<file path="src/rtl/tx_link_pkg.sv">
// Shared definitions for the transmit-link scheduler: FSM states, error codes
// and the round-robin pointer helper.
package tx_link_pkg;

    typedef enum logic [2:0] {
        ST_IDLE     = 3'd0,
        ST_LOAD     = 3'd1,
        ST_SEND     = 3'd2,
        ST_WAIT_END = 3'd3,
        ST_DONE     = 3'd4
    } state_t;

    localparam logic [1:0] ERR_NONE = 2'b00;
    localparam logic [1:0] ERR_DSR  = 2'b01;
    localparam logic [1:0] ERR_TMO  = 2'b10;

    localparam int NREQ_MAX = 8;

    function automatic int unsigned rr_next(input int unsigned idx, input int unsigned n);
        return (idx + 1 >= n) ? 0 : idx + 1;
    endfunction

endpackage

</file>
<file path="src/rtl/tx_link_scheduler_rr_arbiter.sv">
// Combinational round-robin pick: first requester with req set, scanning
// upward from the priority pointer and wrapping at NREQ.
module rr_arbiter #(
    parameter  int NREQ  = 4,
    localparam int IDX_W = $clog2(NREQ)
) (
    input  logic [NREQ-1:0]  i_req,
    input  logic [IDX_W-1:0] i_ptr,
    output logic             o_gnt_valid,
    output logic [IDX_W-1:0] o_gnt_idx
);

    logic [IDX_W-1:0] w_cand [NREQ];

    for (genvar k = 0; k < NREQ; k++) begin : g_cand
        assign w_cand[k] = IDX_W'((int'(i_ptr) + k) % NREQ);
    end

    // Scan from the far end so the candidate closest to the pointer wins.
    always_comb begin
        o_gnt_valid = 1'b0;
        o_gnt_idx   = i_ptr;
        for (int k = NREQ - 1; k >= 0; k--) begin
            if (i_req[w_cand[k]]) begin
                o_gnt_valid = 1'b1;
                o_gnt_idx   = w_cand[k];
            end
        end
    end

endmodule

</file>
<file path="src/rtl/tx_link_scheduler.sv">
// Shares one serial byte transmitter among NREQ requesters: round-robin grant,
// load/send/wait-end sequencing, dsr check, stall timeout and ack/nack report.
//
//  state    | meaning
//  IDLE     | waiting for any request; grants and loads tx_data
//  LOAD     | tx_load pulse is on the output
//  SEND     | dsr checked; starts transmission or aborts with ERR_DSR
//  WAIT_END | waiting for tx_end, timer running toward TIMEOUT
//  DONE     | ack/nack pulse on the output; rr pointer moves past grantee
module tx_link_scheduler
    import tx_link_pkg::*;
#(
    parameter int NREQ    = 4,
    parameter int DATA_W  = 8,
    parameter int TIMEOUT = 2047
) (
    input  logic                     i_clock,
    input  logic                     i_rst_n,
    input  logic [NREQ-1:0]          i_req,
    input  logic [NREQ*DATA_W-1:0]   i_req_data,
    output logic [NREQ-1:0]          o_ack,
    output logic [NREQ-1:0]          o_nack,
    input  logic                     i_dsr,
    input  logic                     i_tx_end,
    output logic                     o_tx_load,
    output logic [DATA_W-1:0]        o_tx_data,
    output logic                     o_tx_send,
    output logic                     o_busy,
    output logic [$clog2(NREQ)-1:0]  o_grant_id,
    output logic                     o_error,
    output logic [1:0]               o_err_code
);

    localparam int IDX_W = $clog2(NREQ);
    localparam int TMR_W = $clog2(TIMEOUT + 1);

    state_t             r_state,    w_state_nxt;
    logic [IDX_W-1:0]   r_rr_ptr,   w_rr_ptr_nxt;
    logic [IDX_W-1:0]   r_grant_id, w_grant_id_nxt;
    logic [TMR_W-1:0]   r_timer,    w_timer_nxt;
    logic [NREQ-1:0]    r_ack,      w_ack_nxt;
    logic [NREQ-1:0]    r_nack,     w_nack_nxt;
    logic               r_tx_load,  w_tx_load_nxt;
    logic [DATA_W-1:0]  r_tx_data,  w_tx_data_nxt;
    logic               r_tx_send,  w_tx_send_nxt;
    logic               r_busy,     w_busy_nxt;
    logic               r_error,    w_error_nxt;
    logic [1:0]         r_err_code, w_err_code_nxt;

    logic               w_gnt_valid;
    logic [IDX_W-1:0]   w_gnt_idx;
    logic [DATA_W-1:0]  w_sel_data;

    rr_arbiter #(.NREQ(NREQ)) u_rr_arbiter (
        .i_req       (i_req),
        .i_ptr       (r_rr_ptr),
        .o_gnt_valid (w_gnt_valid),
        .o_gnt_idx   (w_gnt_idx)
    );

    assign w_sel_data = i_req_data[int'(w_gnt_idx) * DATA_W +: DATA_W];

    always_comb begin
        w_state_nxt    = r_state;
        w_rr_ptr_nxt   = r_rr_ptr;
        w_grant_id_nxt = r_grant_id;
        w_timer_nxt    = r_timer;
        w_ack_nxt      = '0;
        w_nack_nxt     = '0;
        w_tx_load_nxt  = 1'b0;
        w_tx_data_nxt  = r_tx_data;
        w_tx_send_nxt  = 1'b0;
        w_error_nxt    = r_error;
        w_err_code_nxt = r_err_code;

        unique case (r_state)
            ST_IDLE: begin
                if (w_gnt_valid) begin
                    w_grant_id_nxt = w_gnt_idx;
                    w_tx_data_nxt  = w_sel_data;
                    w_tx_load_nxt  = 1'b1;
                    w_state_nxt    = ST_LOAD;
                end
            end
            ST_LOAD: w_state_nxt = ST_SEND;
            ST_SEND: begin
                if (i_dsr) begin
                    w_tx_send_nxt = 1'b1;
                    w_timer_nxt   = '0;
                    w_state_nxt   = ST_WAIT_END;
                end else begin
                    w_nack_nxt     = NREQ'(1) << r_grant_id;
                    w_error_nxt    = 1'b1;
                    w_err_code_nxt = ERR_DSR;
                    w_state_nxt    = ST_DONE;
                end
            end
            ST_WAIT_END: begin
                w_timer_nxt = r_timer + TMR_W'(1);
                // tx_end is tested first so success wins in the timeout cycle.
                if (i_tx_end) begin
                    w_ack_nxt      = NREQ'(1) << r_grant_id;
                    w_error_nxt    = 1'b0;
                    w_err_code_nxt = ERR_NONE;
                    w_state_nxt    = ST_DONE;
                end else if (r_timer == TMR_W'(TIMEOUT - 1)) begin
                    w_nack_nxt     = NREQ'(1) << r_grant_id;
                    w_error_nxt    = 1'b1;
                    w_err_code_nxt = ERR_TMO;
                    w_state_nxt    = ST_DONE;
                end
            end
            ST_DONE: begin
                w_rr_ptr_nxt = IDX_W'(rr_next(32'(r_grant_id), 32'(NREQ)));
                w_state_nxt  = ST_IDLE;
            end
            default: w_state_nxt = ST_IDLE;
        endcase

        w_busy_nxt = (w_state_nxt != ST_IDLE);
    end

    always_ff @(posedge i_clock) begin
        if (!i_rst_n) begin
            r_state    <= ST_IDLE;
            r_rr_ptr   <= '0;
            r_grant_id <= '0;
            r_timer    <= '0;
            r_ack      <= '0;
            r_nack     <= '0;
            r_tx_load  <= 1'b0;
            r_tx_data  <= '0;
            r_tx_send  <= 1'b0;
            r_busy     <= 1'b0;
            r_error    <= 1'b0;
            r_err_code <= ERR_NONE;
        end else begin
            r_state    <= w_state_nxt;
            r_rr_ptr   <= w_rr_ptr_nxt;
            r_grant_id <= w_grant_id_nxt;
            r_timer    <= w_timer_nxt;
            r_ack      <= w_ack_nxt;
            r_nack     <= w_nack_nxt;
            r_tx_load  <= w_tx_load_nxt;
            r_tx_data  <= w_tx_data_nxt;
            r_tx_send  <= w_tx_send_nxt;
            r_busy     <= w_busy_nxt;
            r_error    <= w_error_nxt;
            r_err_code <= w_err_code_nxt;
        end
    end

    assign o_ack      = r_ack;
    assign o_nack     = r_nack;
    assign o_tx_load  = r_tx_load;
    assign o_tx_data  = r_tx_data;
    assign o_tx_send  = r_tx_send;
    assign o_busy     = r_busy;
    assign o_grant_id = r_grant_id;
    assign o_error    = r_error;
    assign o_err_code = r_err_code;

endmodule

</file>
<file path="config.mk">
export PLATFORM = sky130hd
export DESIGN_NAME = tx_link_scheduler
export DESIGN_NICKNAME = d
export VERILOG_FILES = /design/src/rtl/tx_link_pkg.sv /design/src/rtl/tx_link_scheduler_rr_arbiter.sv /design/src/rtl/tx_link_scheduler.sv
export SDC_FILE = /design/constraint.sdc
export NUM_CORES = 1
export LEC_CHECK = 0
export CORE_MARGIN = 2
export CORE_UTILIZATION = 45
export CTS_BUF_LIST = sky130_fd_sc_hd__clkbuf_8 sky130_fd_sc_hd__clkbuf_16
export DETAILED_ROUTE_END_ITERATION = 10
export PLACE_DENSITY = 0.85
export SLEW_MARGIN = 40
export SYNTH_ARGS = -nofsm -noshare
export SYNTH_HDL_FRONTEND = slang
export SYNTH_SLANG_ARGS = --single-unit
</file>
<file path="constraint.sdc">
create_clock -name i_clock -period 1.9 [get_ports i_clock]
set_clock_uncertainty 0.15 [all_clocks]
set_input_delay 0.19 -clock i_clock [delete_from_list [all_inputs] [get_ports i_clock]]
set_output_delay 0.19 -clock i_clock [all_outputs]
set_load 0.03 [all_outputs]
</file>
# ---- Word level (Yosys, flattened, before mapping)
# Index checks and enable logic that the tools add are counted.
dict set report word_totals {
  ff_bits 40
  in_bits 40
  elab_cells 79
}
dict set report classes {
  addsub 5
  magnitude_cmp 5
  eq_ne 8
  shifts 2
  mux 38
  reduce_logical 9
}
# op n
set op_table {}
lappend op_table {{32-bit by 6-bit variable part select with 8-bit output} 1}
lappend op_table {{11-bit case mux with 2 select lines} 1}
lappend op_table {{2-bit two-way mux} 8}
lappend op_table {{1-bit two-way mux} 13}
lappend op_table {{2-bit by 3-bit less-than comparator with 1-bit output, second input constant} 4}
lappend op_table {{3-bit two-way mux} 4}
lappend op_table {{4-bit two-way mux} 3}
lappend op_table {{3-bit case mux with 4 select lines} 1}
lappend op_table {{11-bit by 1-bit adder with 11-bit output, second input constant} 1}
lappend op_table {{11-bit == test, second input constant} 1}
lappend op_table {{11-bit two-way mux} 1}
lappend op_table {{1-bit binary-select mux with 2-bit select} 4}
lappend op_table {{4-bit case mux with 2 select lines} 1}
lappend op_table {{2-bit AND reduction} 4}
lappend op_table {{3-bit by 2-bit == test with 1-bit output, second input constant} 2}
lappend op_table {{3-bit AND reduction} 2}
lappend op_table {{2-bit adder, second input constant} 2}
lappend op_table {{2-bit != test, second input constant} 2}
lappend op_table {{2-bit case mux with 2 select lines} 1}
lappend op_table {{1-bit by 2-bit left shift with 4-bit output, first input constant} 1}
lappend op_table {{2-bit by 1-bit adder with 3-bit output, second input constant} 1}
lappend op_table {{3-bit by 1-bit == test with 1-bit output, second input constant} 1}
lappend op_table {{3-bit == test, second input constant} 1}
lappend op_table {{3-bit >= comparator, second input constant} 1}
lappend op_table {{6 further kinds} 6}

# ---- Longest topological paths before layout
# Gate-level depths: netlist (run 1).
dict set report logic_depth {
  ltp_word 10
  ltp_mapped 7
  mapped_depth_nobuf 7
}

# ---- By module
# Synthesis (run 1) repeated with hierarchy kept, for this count alone.
dict set report unflattened {
  hier_cells 229
  area_unflattened_um2 2080.7
}
# mod n_inst cells_per_inst area_each_um2
set modules_own_cells {}
lappend modules_own_cells {tx_link_scheduler 1 213 1980.6}
lappend modules_own_cells {rr_arbiter 1 16 100.1}

# ---- Worst setup path before layout (run 1)
# No wires, ideal clock.
dict set report synth_timing {
  kind {reg-to-reg}
  start {register r_rr_ptr[1]}
  end {register r_tx_data[0], in the netlist o_tx_data[0]}
  arrival_ps 1341
  required_time_ps 1615
  slack_ps 275
  stages_incl_launch_ff 7
  period_less_slack_ps 1625
  cell_sequence {dfxtp_1 > or3_1 > nand4b_1 > nand2_4 > buf_6 > mux2i_1 > o221ai_1}
}
dict set report synth_between {
  elab_chain_cells 8
  word_cells_on_any_way 21
}
# element line
set synth_lines {}
lappend synth_lines {{start: declaration} tx_link_scheduler.sv:38} ;# logic [IDX_W-1:0] r_rr_ptr, w_rr_ptr_nxt;
lappend synth_lines {{start signal: assignment} tx_link_scheduler.sv:139} ;# r_rr_ptr <= w_rr_ptr_nxt;
lappend synth_lines {{2-bit adder} tx_link_scheduler_rr_arbiter.sv:16} ;# assign w_cand[k] = IDX_W'((int'(i_ptr) + k) % NREQ);
lappend synth_lines {{1-bit binary-select mux with 2-bit select} tx_link_scheduler_rr_arbiter.sv:24} ;# if (i_req[w_cand[k]]) begin
lappend synth_lines {{1-bit two-way mux (not written as such)} tx_link_scheduler_rr_arbiter.sv:24}
lappend synth_lines {{2-bit two-way mux / 1-bit two-way mux (equally long branches) (4 in a row)} tx_link_scheduler_rr_arbiter.sv:24}
lappend synth_lines {{32-bit by 6-bit variable part select with 8-bit output / 2-bit AND reduction (equally long branches)} -}
lappend synth_lines {{end signal: assignment} tx_link_scheduler.sv:145} ;# r_tx_data <= w_tx_data_nxt;
lappend synth_lines {{end: declaration} tx_link_scheduler.sv:44} ;# logic [DATA_W-1:0] r_tx_data, w_tx_data_nxt;
# Several ways; a longest one is shown, not always the timed one. The select of a mux whose other input is x is not followed.
# A chain may end at the register's enable or synchronous reset.

# ---- Worst setup path after layout (run 1)
dict set report layout_timing {
  start {input i_req[3]}
  end {register r_tx_data[3], in the netlist o_tx_data[3]}
}
dict set report layout_between {
  elab_chain_cells 7
  word_cells_on_any_way 18
}
# element line
set layout_lines {}
lappend layout_lines {{start: declaration} tx_link_scheduler.sv:19} ;# input logic [NREQ-1:0] i_req,
lappend layout_lines {{1-bit binary-select mux with 2-bit select} tx_link_scheduler_rr_arbiter.sv:24}
lappend layout_lines {{1-bit two-way mux (not written as such)} tx_link_scheduler_rr_arbiter.sv:24}
lappend layout_lines {{2-bit two-way mux / 1-bit two-way mux (equally long branches) (4 in a row)} tx_link_scheduler_rr_arbiter.sv:24}
lappend layout_lines {{32-bit by 6-bit variable part select with 8-bit output / 2-bit AND reduction (equally long branches)} -}
# Several ways; a longest one is shown, not always the timed one. The select of a mux whose other input is x is not followed.

==> metrics, run 1 <==
Initial Utilization=47.7%; Reg area=801 um2; CP startpoint kind=input pin; die area=4840 um2; switching share of power=31.4%; RePlAce Congestion=0.823; via count=1806; XOR/XNOR share of the synthesized area=0.453%; Post-CTS Repair Setup Buffers=0; Worst-path clk slew=0.08 ns; vias in the first global route=1669; Synth Warn #=0; RSZ-0062 raised after global routing=false; DP Wirelength=3510 um; Final Critical Period=1.80 ns; VDD IR max=0.573 mV; Avg Vias per Cell=5.27; post-synth cell types=43; Post-Synth Simple-Gate Area=25.2%; multiplexer share of the synthesized area=9.44%; most frequent cells in the layout=clkdlybuf4s50_1 (63), dfxtp_1 (40), nand2_1 (18); status=complete, no violations; Post-synth ARST share=0%; sequential area share after synthesis=41.4%; largest family of logic cells by synthesized area=simple AND/OR/NAND/NOR gates; # setup viols final=0; Min Hold Slack=0.322 ns; slew margin rel.=63.6%; post-synthesis adder-cell area fraction=3.88%; PortBufs=63; total CTS buffers=5; crit-path max cell delay=0.50 ns; compound-gate portion of the synthesized area=15.5%; CP startpoint=i_req[3]; largest net degree at the start of global routing=18; clk buf depth=2; dominant cells by area after synthesis=dfxtp_1 (41%), mux2i_1 (8.3%), a21oi_1 (4.4%); most common cell after layout, fill and taps aside=clkdlybuf4s50_1; Top FF cell, synth=dfxtp_1; Leakage=1.03 nW; Gate Count Post-Synth=217; mapped cell area=1930 um2; ant diodes=0; WL final=4700 um; Root Buffer=clkbuf_8; period utilization=94.9%; Fill cells=330; top cell type's share of synthesized area=41.4%; Least-Margin Pin Slew=0.540 ns; later-pin clock latency in the skew report=0.29 ns; FF-to-FF Start=r_state[1]; worst-path fanout max=17; area occupied by multi-input gates=1060 um2; clock sink count=40; layout net count=338; first-pass detailed-route iteration total=4; Comb power frac=29.8%; core area=4060 um2; Flop pwr share=44.3%; #FFs+latches synth=40; Slew Limit Fails=0; NetSw=684 uW; pwr dens=785 nW/um2; Highest Clock Rate=554 MHz; share of layout cells above drive strength 1=10.2%; slowest CP cell=clkdlybuf4s50_1; Clock power frac=26.0%; Final Hold Fails=0; max-capacitance violation count=0; # IOs=64; Worst Path Class, Setup=input pin to flop; DR iter-0 viols=126; gr usage total=19.8%; Internal=1.49 mW; critical path data arrival time=1.82 ns; DRC violations left=0; # rows=23; die width=69.6 um; Tightest Hold Check Type=flop to flop; average wire per standard cell=13.7 um; CP Data Required Time=1.91 ns; initial antenna violation count=0; GR Overflow Total=0; Mean Syn Cell Area=8.91 um2; R2R Setup Slk=0.15 ns; Final ANT Viol Nets=0; largest area contributor in the netlist=dfxtp_1; endpoint type of the worst setup path=flop; DIE HEIGHT=69.6 um; Hold Crit Start=o_error; CTS tree=built; CTS H-tree lvls=2; Post-synth EDFFs=0; global-route wire length before repair=7750 um; sum of negative setup slack=0 ns; area delta synth->final=43.4%; CP Cell Sequence=clkdlybuf4s50_1 -> or3_1 -> nand4b_1 -> nand2_4 -> mux2i_1 -> o221ai_1; Synth Net Count=263
layer usage:
metal  routed length, um  vias up  global-route usage [%]
met1                2120      819                    26.0
met2                2260       58                    31.6
met4                  38        0                    6.54
met3                 278        2                    5.23
li1                    -      927                       -
met5                   0        -                       0
critical path, delay by kind of cell:
family	cells	cell delay [ns]
simple gates	3	0.73
buf+inv	1	0.50
mux	1	0.25
compound gates	1	0.16
sequential cells by signal (all words and copies together) (netlist names):
| register | flops |
|---|---|
| o_ack | 4 |
| o_busy | 1 |
| o_err_code | 2 |
| o_error | 1 |
| o_grant_id | 2 |
| o_nack | 4 |
| o_tx_data | 8 |
| o_tx_load | 1 |
| o_tx_send | 1 |
| r_rr_ptr | 2 |
| r_state | 3 |
| r_timer | 11 |
power by group through the flow:
stage	Sequential, mW	Combinational, mW	Clock (mW)
floorplan	1.09	0.250	0
global placement	0.980	0.632	0
detailed placement	0.980	0.643	0
CTS	0.962	0.646	0.586
global route	0.971	0.692	0.628
finish	0.963	0.648	0.565
cells by family (layout without fill, tap and decap cells):
kind of cell | after synthesis | count (layout)
adder cells (fa/ha/maj) | 6 | 6
AND/OR/NAND/NOR | 91 | 91
buffers and inverters | 17 | 93
flip-flops | 40 | 40
XOR/XNOR | 1 | 1
AO/OA/AOI/OAI | 44 | 44
multiplexers | 18 | 18
repair_timing:
action | CTS | global route
endpoints found under the hold margin | 0 | 0
endpoints found under the setup margin | 0 | 9
hold buffers | 0 | 0
gates resized for setup | 0 | 2
metrics by stage:
step           util (%)  setup WS [ns]  instances  total power [mW]  area (um2)
2_1_floorplan         -          0.275        217              1.34        1930
3_3_place_gp       65.9         -0.153        335              1.61        2680
3_5_place_dp       65.9         -0.240        335              1.62        2680
4_1_cts            68.1         0.0772        343              2.19        2770
5_1_grt            68.4        0.00607        343              2.29        2770
6_report           68.4         0.0964        343              2.18        2770
cell type report:
cell class	instances	share of cell area, %
timing repair buffer	75	26.0
sequential	40	28.9
tap	50	2.26
clock buffer	6	2.98
inverter	10	1.35
clock inverter	2	0.271
multi-input combinational	160	38.3
cells in the mapped netlist, types with 2 or more instances:
cell,count
dfxtp_1,40
inv_1,8
nand2_1,19
or3_1,5
a31oi_1,2
nand2b_1,7
o21ai_1,2
nor2b_1,2
and2_1,10
ha_1,6
nor2_1,17
nor3_2,2
o221ai_1,8
a311oi_1,3
clkbuf_1,2
and3_1,3
nand4_1,2
inv_2,2
nand3b_1,2
o21ai_0,5
a21oi_1,17
nor3_1,2
buf_4,2
nand3_1,14
mux2_1,2
mux2i_1,16
worst paths after layout:
check | endpoint | cells past startpoint
worst max-delay path | o_tx_data[3] | 6
worst min-delay path | o_error | 2
worst max register to register | o_tx_data[3] | 6
worst min register to register | o_error | 2
Power figures use the tool's default switching activity.
==> run 2, diff against run 1 <==
- PLACE_DENSITY: 0.85 -> 0.76
==> run 2 against run 1 <==
  * Setup slack gained 0.029 ns
  * Via count grew 1.2%
  * Clock power rose by 44%
  * Routed wire length fell by 3.9%
  * Global-route usage decreased by 1.0 points
==> metrics, run 2 (synthesis results as in run 1) <==
DP Worst Slack=-0.224 ns (+0.0159 ns); Largest delay share family, worst path=simple AND/OR/NAND/NOR gates; Slew Limit Fails=0 (unchanged); Initial Utilization=47.7% (unchanged); largest net degree at the start of global routing=18 (unchanged); slowest CP cell=clkdlybuf4s50_1; # setup viols final=0 (unchanged); DP Wirelength=3500 um (about the same); Least-Margin Pin Slew=0.332 ns (-0.208 ns); first-pass detailed-route iteration total=4 (unchanged); Worst-path clk slew=0.07 ns (about the same); DR iter-0 viols=74 (-41%); Hold Path Stages=2 (unchanged); slew margin rel.=77.6% (+14 points); # IOs=64 (unchanged); critical path data arrival time=1.79 ns (-0.03 ns); Worst Path Class, Setup=input pin to flop; later-pin clock latency in the skew report=0.30 ns (about the same); ant diodes=0 (unchanged); endpoint type of the worst setup path=flop; Final ANT Viol Nets=0 (unchanged); cell depth of the worst setup path=6 (unchanged); FF-to-FF Start=r_state[0]; max-capacitance violation count=0 (unchanged); most frequent cells in the layout=clkdlybuf4s50_1 (63), dfxtp_1 (40), nand2_1 (18); CTS tree=built; die area=4840 um2 (unchanged); via count=1827 (+1.2%); Highest Clock Rate=564 MHz (+1.7%); PortBufs=63 (unchanged); clk buf depth=2 (unchanged); Avg Vias per Cell=5.34 (+1.5%); pwr dens=861 nW/um2 (+9.7%); Final Hold Fails=0 (unchanged); R2R Path End=r_timer[10]; WL final=4520 um (-3.9%); max reg flops=11 (unchanged); RSZ-0062 raised after global routing=false; Bufs and invs on worst path=1 (unchanged); Final Critical Period=1.77 ns (-0.0293 ns); crit-path max cell delay=0.49 ns (about the same); most common cell after layout, fill and taps aside=clkdlybuf4s50_1; area delta synth->final=45.7%; period utilization=93.4% (-1.5 points); Biggest register=r_timer; Tightest Hold Check Type=flop to flop; clock sink count=40 (unchanged); CP startpoint kind=input pin; vias in the first global route=1613 (-3.4%); R2R Setup Slk=0.16 ns (about the same); RePlAce Congestion=0.826 (+0.35%); setup slack after layout=0.126 ns (+0.0293 ns); CTS H-tree lvls=2 (unchanged); die width=69.6 um (unchanged); worst-path fanout max=17 (unchanged); GR Overflow Total=0 (unchanged); Root Buffer=clkbuf_8; Hold Crit Start=o_error; initial antenna violation count=0 (unchanged); R2R depth=5 (-1); DIE HEIGHT=69.6 um (unchanged); total CTS buffers=5 (unchanged); CP Cell Sequence=clkdlybuf4s50_1 -> or3_1 -> nand4b_1 -> nand2_4 -> mux2i_1 -> o221ai_1; sum of negative setup slack=0 ns (unchanged); Hold Crit Endpoint=o_error; share of layout cells above drive strength 1=11.0% (+0.72 points); VDD IR max=0.521 mV (-9.0%); core area=4060 um2 (unchanged); hold_buf cts=0 (unchanged); Leakage=1.04 nW (+1.1%); status=complete, no violations; gr usage total=18.8% (-1.0 points); final core occ=69.4% (+1.1 points); global-route wire length before repair=7380 um (-4.8%); layout net count=338 (unchanged); # rows=23 (unchanged); Min Hold Slack=0.318 ns (-0.00409 ns); DRC violations left=0 (unchanged); average wire per standard cell=13.2 um (-3.6%); CP Data Required Time=1.92 ns (about the same)
-- run 2: cell types whose count changed in the layout (fill, tap and decap cells not counted), sizes merged --
cell    previous run  this run
bufinv             0         2
clkbuf             6         5
inv               12        10
-- run 2: tightest hold or removal path: stages (launching register included) --
cell and delay [ns]:
dfxtp_1 0.31, inv_1 0.06, a221oi_2 0.05
-- run 2: how the worst max path moves through the flow --
stage | from | endpoint | slack [ns]
final | i_req[3] | o_tx_data[1] | 0.13
after CTS | i_req[2] | o_tx_data[4] | 0.04
after global routing | r_timer[6] | o_error | 0.0009
after detailed placement | i_req[2] | o_tx_data[7] | -0.22
after global placement | i_req[3] | o_tx_data[6] | -0.16
after floorplan | r_rr_ptr[1] | o_tx_data[0] | 0.27
-- run 2: area by class of cell --
class                   instances  area (um2)
repair buffers                 75         721
fillers                       337        1240
multi-input cells             160        1070
inverters                      10        37.5
clock inverters                 2        60.1
flip-flops and latches         40         801
clock buffers                   5        68.8
well taps                      50        62.6
-- run 2: power by group --
group          switching, mW  leakage [nW]  total (mW)  internal (mW)
combinational          0.346         0.653       0.649          0.303
clock                  0.296        0.0642       0.813          0.517
sequential            0.0544         0.325       0.964          0.909
total                  0.696          1.04        2.43           1.73
-- run 2: stage by stage --
step,std cells,total power [mW],instance area [um2]
after floorplan,217,1.34,1930
after global placement,335,1.62,2680
after detailed placement,335,1.62,2680
after CTS,342,2.44,2800
after global routing,342,2.53,2820
final,342,2.43,2820
-- run 2: what timing repair did --
item                                    CTS  global route
buffers inserted                          0             0
resized for setup                         0             3
endpoints found under the setup margin    0             8
endpoints found under the hold margin     0             0
-- run 2: layer usage --
metal	up-vias	track usage (%)	part of all wire, %
met2	39	30.9	49
met4	0	7.84	1.2
met5	-	0	0
li1	929	-	-
met1	852	24.3	46
met3	7	3.20	3.9
